### src/rtl/xor_bit_packer_if.sv
`default_nettype none
// +----------------------------------------------------------------------+
// | xor_bit_packer_if: bit-in / word-out handshake bundle for the packer |
// | Revision: 1.0                                                        |
// +----------------------------------------------------------------------+
interface xor_bit_packer_if #(
  parameter int WIDTH = 8
);
  localparam int c_LEN_W = $clog2(WIDTH + 1);

  logic               in_valid;
  logic               in_ready;
  logic               in_bit;
  logic               flush;
  logic               flush_ack;
  logic               out_valid;
  logic               out_ready;
  logic [WIDTH-1:0]   out_data;
  logic [c_LEN_W-1:0] out_len;
  logic               out_parity;
  logic [15:0]        word_count;

  // Packer side
  modport slave (
    input  in_valid, in_bit, flush, out_ready,
    output in_ready, flush_ack, out_valid, out_data, out_len, out_parity, word_count
  );

  // Producer / consumer side
  modport master (
    output in_valid, in_bit, flush, out_ready,
    input  in_ready, flush_ack, out_valid, out_data, out_len, out_parity, word_count
  );
endinterface
`default_nettype wire

### src/rtl/xor_bit_packer.sv
`default_nettype none
// +----------------------------------------------------------------------+
// | xor_bit_packer: packs the XOR bit stream into WIDTH-bit words with    |
// | length and parity, supports flushing partial words                    |
// | Revision: 1.0                                                         |
// +----------------------------------------------------------------------+
module xor_bit_packer #(
  parameter int WIDTH     = 8,
  parameter bit MSB_FIRST = 1'b0
) (
  input  wire logic          clk,
  input  wire logic          rst_n,
  xor_bit_packer_if.slave    bus
);
  localparam int c_CNT_W = $clog2(WIDTH);
  localparam int c_LEN_W = $clog2(WIDTH + 1);

  logic [WIDTH-1:0]   r_acc;
  logic [c_CNT_W-1:0] r_cnt;
  logic               r_out_valid;
  logic [WIDTH-1:0]   r_out_data;
  logic [c_LEN_W-1:0] r_out_len;
  logic               r_out_parity;
  logic               r_flush_ack;
  logic [15:0]        r_word_count;

  logic               w_slot_free;
  logic               w_last_slot;
  logic               w_in_ready;
  logic               w_accept;
  logic               w_complete;
  logic               w_flush_take;
  logic               w_load;
  logic [c_LEN_W-1:0] w_n;
  logic [WIDTH-1:0]   w_acc_next;

  assign w_slot_free  = !r_out_valid || bus.out_ready;
  assign w_last_slot  = (r_cnt == c_CNT_W'(WIDTH - 1));
  assign w_in_ready   = !w_last_slot || w_slot_free;
  assign w_accept     = bus.in_valid && w_in_ready;
  assign w_complete   = w_accept && w_last_slot;
  // n counts a bit accepted this very cycle so flush includes it
  assign w_n          = c_LEN_W'(r_cnt) + c_LEN_W'(w_accept);
  assign w_flush_take = bus.flush && w_slot_free && (w_n != '0);
  assign w_load       = w_complete || w_flush_take;

  generate
    if (MSB_FIRST) begin : g_msb_first
      // Shift-in keeps the valid bits right-aligned for partial words
      always_comb begin
        w_acc_next = r_acc;
        if (w_accept) begin
          w_acc_next = {r_acc[WIDTH-2:0], bus.in_bit};
        end
      end
    end else begin : g_lsb_first
      always_comb begin
        w_acc_next = r_acc;
        if (w_accept) begin
          w_acc_next[r_cnt] = bus.in_bit;
        end
      end
    end
  endgenerate

  always_ff @(posedge clk or negedge rst_n) begin
    if (!rst_n) begin
      r_acc        <= '0;
      r_cnt        <= '0;
      r_out_valid  <= 1'b0;
      r_out_data   <= '0;
      r_out_len    <= '0;
      r_out_parity <= 1'b0;
      r_flush_ack  <= 1'b0;
      r_word_count <= '0;
    end else begin
      r_flush_ack <= w_flush_take;
      if (w_load) begin
        r_out_data   <= w_acc_next;
        r_out_len    <= w_n;
        r_out_parity <= ^w_acc_next;
        r_out_valid  <= 1'b1;
        r_acc        <= '0;
        r_cnt        <= '0;
        if (r_word_count != 16'hFFFF) begin
          r_word_count <= r_word_count + 16'd1;
        end
      end else begin
        if (w_accept) begin
          r_acc <= w_acc_next;
          r_cnt <= r_cnt + c_CNT_W'(1);
        end
        if (bus.out_ready) begin
          r_out_valid <= 1'b0;
        end
      end
    end
  end

  assign bus.in_ready   = w_in_ready;
  assign bus.flush_ack  = r_flush_ack;
  assign bus.out_valid  = r_out_valid;
  assign bus.out_data   = r_out_data;
  assign bus.out_len    = r_out_len;
  assign bus.out_parity = r_out_parity;
  assign bus.word_count = r_word_count;
endmodule
`default_nettype wire
### src/flat_wrapper.sv
// flat-port wrapper written by rule: the top's interface ports become plain ports
module xor_bit_packer_flat 
#(
  parameter int WIDTH     = 8,
  parameter bit MSB_FIRST = 1'b0
)
  (clk, rst_n, bus_in_valid, bus_in_bit, bus_flush, bus_out_ready, bus_in_ready, bus_flush_ack, bus_out_valid, bus_out_data, bus_out_len, bus_out_parity, bus_word_count);
  xor_bit_packer_if #(.WIDTH(WIDTH)) bus_i ();
  input  wire logic clk;
  input  wire logic rst_n;
  input wire logic [$bits(bus_i.in_valid)-1:0] bus_in_valid;
  input wire logic [$bits(bus_i.in_bit)-1:0] bus_in_bit;
  input wire logic [$bits(bus_i.flush)-1:0] bus_flush;
  input wire logic [$bits(bus_i.out_ready)-1:0] bus_out_ready;
  output wire logic [$bits(bus_i.in_ready)-1:0] bus_in_ready;
  output wire logic [$bits(bus_i.flush_ack)-1:0] bus_flush_ack;
  output wire logic [$bits(bus_i.out_valid)-1:0] bus_out_valid;
  output wire logic [$bits(bus_i.out_data)-1:0] bus_out_data;
  output wire logic [$bits(bus_i.out_len)-1:0] bus_out_len;
  output wire logic [$bits(bus_i.out_parity)-1:0] bus_out_parity;
  output wire logic [$bits(bus_i.word_count)-1:0] bus_word_count;
  assign bus_i.in_valid = bus_in_valid;
  assign bus_i.in_bit = bus_in_bit;
  assign bus_i.flush = bus_flush;
  assign bus_i.out_ready = bus_out_ready;
  assign bus_in_ready = bus_i.in_ready;
  assign bus_flush_ack = bus_i.flush_ack;
  assign bus_out_valid = bus_i.out_valid;
  assign bus_out_data = bus_i.out_data;
  assign bus_out_len = bus_i.out_len;
  assign bus_out_parity = bus_i.out_parity;
  assign bus_word_count = bus_i.word_count;
  xor_bit_packer #(.WIDTH(WIDTH), .MSB_FIRST(MSB_FIRST)) u_core (.clk(clk), .rst_n(rst_n), .bus(bus_i));
endmodule
### config.mk
export PLATFORM = sky130hd
export DESIGN_NAME = xor_bit_packer_flat
export DESIGN_NICKNAME = d
export VERILOG_FILES = /design/src/rtl/xor_bit_packer_if.sv /design/src/rtl/xor_bit_packer.sv /design/src/flat_wrapper.sv
export SDC_FILE = /design/constraint.sdc
export NUM_CORES = 1
export LEC_CHECK = 0
export CAP_MARGIN = 20
export CORE_ASPECT_RATIO = 0.6
export CORE_MARGIN = 10
export CORE_UTILIZATION = 35
export DETAILED_ROUTE_END_ITERATION = 8
export GPL_TIMING_DRIVEN = 0
export MAX_ROUTING_LAYER = met4
export PLACE_DENSITY_LB_ADDON = 0.25
export SETUP_SLACK_MARGIN = 0.2
export SYNTH_ARGS = -nofsm -noshare
export SYNTH_HDL_FRONTEND = slang
export SYNTH_SLANG_ARGS = --single-unit
export TNS_END_PERCENT = 20
### constraint.sdc
create_clock -name clk -period 6.7 [get_ports clk]
set_input_delay 1.34 -clock clk [delete_from_list [all_inputs] [get_ports clk]]
set_output_delay 1.34 -clock clk [all_outputs]
set_load 0.1 [all_outputs]
==> metrics.txt <==
outcome=completed; Starting Density=0.3568; WL met1=2.760 mm; crit start category=input pin; fillers=584; Post-synth top cells=dfrtp_1, nand2_1, nor2_1; synthesized area per cell=10.34 um^2; Setup Fix Bufs, Post-CTS=0; pin count of the biggest net entering global routing=27; die height=80.72 um; clock root buffer=clkbuf_8; row cnt=22; critical path peak fanout=6; Post-synth EDFFs=0; met2 WL post-DR=2.163 mm; multiplexer share of the synthesized area=0.04828; Max Slew Vio Count=0; grt ovf=0; Warnings, synthesis=0; Yosys top cell area share=0.4887; Post-Syn Area=0.002151 mm^2; Data required, critical path=5.36 ns; Via-to-Cell Ratio=4.879; Met3 Routed Length=257 um; Leakage Power=1.177 nW; register clock-pin slew on the reported worst setup and hold paths=0.08 ns; Seq cells post-synth=42; fmax=212.1 MHz; maximum VDD drop=221.7 uV; xor/xnor share of the synthesized area=0.09599; die area=0.009783 mm^2; max cap viols=0; hold buffer count at CTS=0; GP Congestion=0.7693; CORE AREA=0.006028 mm^2; post-route minimum period=4.714 ns; Fin Clk Skew=0.005489 ns; maximum buffer depth of the clock tree=2; area of placed instances=0.002641 mm^2; Rel. slew slack=0.3227; Mapped Nets=219; Final nets=264; number of global-route vias before repair=1633; Area Overhead vs Synth=27.05%; Die Span X=121.2 um; clk sink count=42; n_diodes=0; initial drt markers=57; Syn Inst Count=208; Pwr Total=1.395 mW; Crit Path Class=input pin to output pin; RSZ-0062 raised after global routing=false; adder-cell share of the synthesized area=0.02909; DR DRC count=0; ratio of cells with drive above 1 in the final layout=0.09843; Final Hold Fails=0; first-pass GRT wire length=8.687 mm; Post-Synth Simple-Gate Area=0.2106; cts bufs inserted=5; Slew @ Worst Pin=1.013 ns; PostCTS Resize Cnt=0; top post-synthesis cells by area=dfrtp_1, xnor2_1, nand2_1; DP HPWL=3.902 mm; TritonCTS clock tree=built; area leader, netlist=dfrtp_1; largest family of logic cells by synthesized area=simple AND/OR/NAND/NOR gates; Cells after DPL=330; Routed WL=5.203 mm; final core occ=0.4533; clk_lat worst skew=0.29 ns; initial antenna violation count=0; Synth Area in Compound Gates=0.09889; num ports=38; PwrDens=510.4 mW/mm^2; DRT Pass-1 Iters=4; via count=1649; Netlist cell types=44; sequential-to-total area share from yosys stat=0.4887; setup TNS=0 ns; final instance area=0.002733 mm^2; Worst setup EP type=output pin; highest routed layer=met4; Async SR Flop Fraction=1.000; Avg WL per Cell=15.39 um; htree depth=2; number of port buffers=37; Top FF cell, synth=dfrtp_1; critical path arrival=3.37 ns; Hold Path Class=flip-flop to flip-flop; Final period util=0.7036; Setup violations, final=0; All-Layer GR Usage=0.1150; Final Non-Filler Cells=338; number of nets with antenna violations after routing=0; count leader, synth=dfrtp_1
worst paths after layout:
path                                                   start                                    to  slack, ns  depth (start not counted)
setup / recovery                               bus_out_ready                          bus_in_ready       1.99                          4
hold / removal             u_core.bus.out_len[2]$_DFFE_PN0P_     u_core.bus.out_len[2]$_DFFE_PN0P_       0.48                          2
setup reg to reg                 u_core.r_cnt[0]$_DFFE_PN0P_    u_core.bus.out_data[6]$_DFFE_PN0P_       3.05                         14
hold reg to reg            u_core.bus.out_len[2]$_DFFE_PN0P_     u_core.bus.out_len[2]$_DFFE_PN0P_       0.48                          2
max in group asynchronous                              rst_n  u_core.bus.word_count[1]$_DFFE_PN0P_       5.25                          2
min in group asynchronous                              rst_n    u_core.bus.out_data[7]$_DFFE_PN0P_       0.97                          1
cells by family (layout without fill, tap and decap cells):
family,Yosys count,count (layout)
compound gates,31,31
xor+xnor,22,22
flops,42,42
mux,10,10
fa+ha+maj,5,5
simple gates,88,88
buf+inv,10,56
through the flow:
step | hold WS [ns] | setup slack (ns)
3_5_place_dp | 0.4713 | 2.003
6_report | 0.4840 | 1.986
3_3_place_gp | 0.4650 | 2.006
4_1_cts | 0.4894 | 1.988
5_1_grt | 0.5088 | 1.947
2_1_floorplan | 0.4958 | 2.925
per-layer routing:
metal / track usage / vias up
li1: - / 820
met1: 0.1666 / 799
met2: 0.1531 / 28
met3: 0.02941 / 2
met4: 0.02844 / 0
met5: - / -
cell usage in the layout, fill, tap and decap left out, types with 2 or more instances in the layout:
master           instances
dfrtp_1                 42
nand2_1                 24
buf_2                    3
nor4_1                   2
a21oi_1                  5
clkbuf_8                 6
buf_6                    2
nor2b_1                  4
o211ai_1                 2
nand3_1                 10
or2_2                    2
clkbuf_1                 4
a21o_1                   2
ha_1                     5
nor3_1                   3
clkdlybuf4s50_1         36
mux2i_1                  7
nand2b_1                 3
nand4_1                  5
and3_1                   5
mux2_2                   3
a22oi_1                  3
xnor2_1                 17
nor2_1                  19
o21ai_0                 10
nand3b_1                 2
xor2_1                   4
and2_1                   3
a211o_1                  2
layout make-up:
class                      instances  area (um^2)  area share
sequential                        42         1051      0.3846
clock inverter                     1        5.005    0.001832
timing repair buffer              38        385.4      0.1410
inverter                           2        10.01    0.003663
clock buffer                       7        86.33     0.03159
tap                               84        105.1     0.03846
buffer                             8        51.30     0.01877
multi-input combinational        156         1039      0.3800
report_power, final:
part | internal, mW | switching, mW
combinational | 0.238 | 0.603
sequential | 0.326 | 0.0579
clock | 0.0833 | 0.0868
flip-flops by register name, summed over array words and instances, names as in the netlist:
register and cells:
u_core.bus.out_len 4, u_core.bus.flush_ack 1, u_core.bus.out_valid 1, u_core.r_cnt 3
u_core.bus.out_data 8, u_core.bus.out_parity 1, u_core.r_acc 8, u_core.bus.word_count 16
worst max-delay path, cell delays in order:
cell	delay (ns)
clkdlybuf4s50_1	0.50
and3b_2	0.28
inv_4	0.11
clkdlybuf4s50_1	1.13
(Power assumes the default switching activity.)
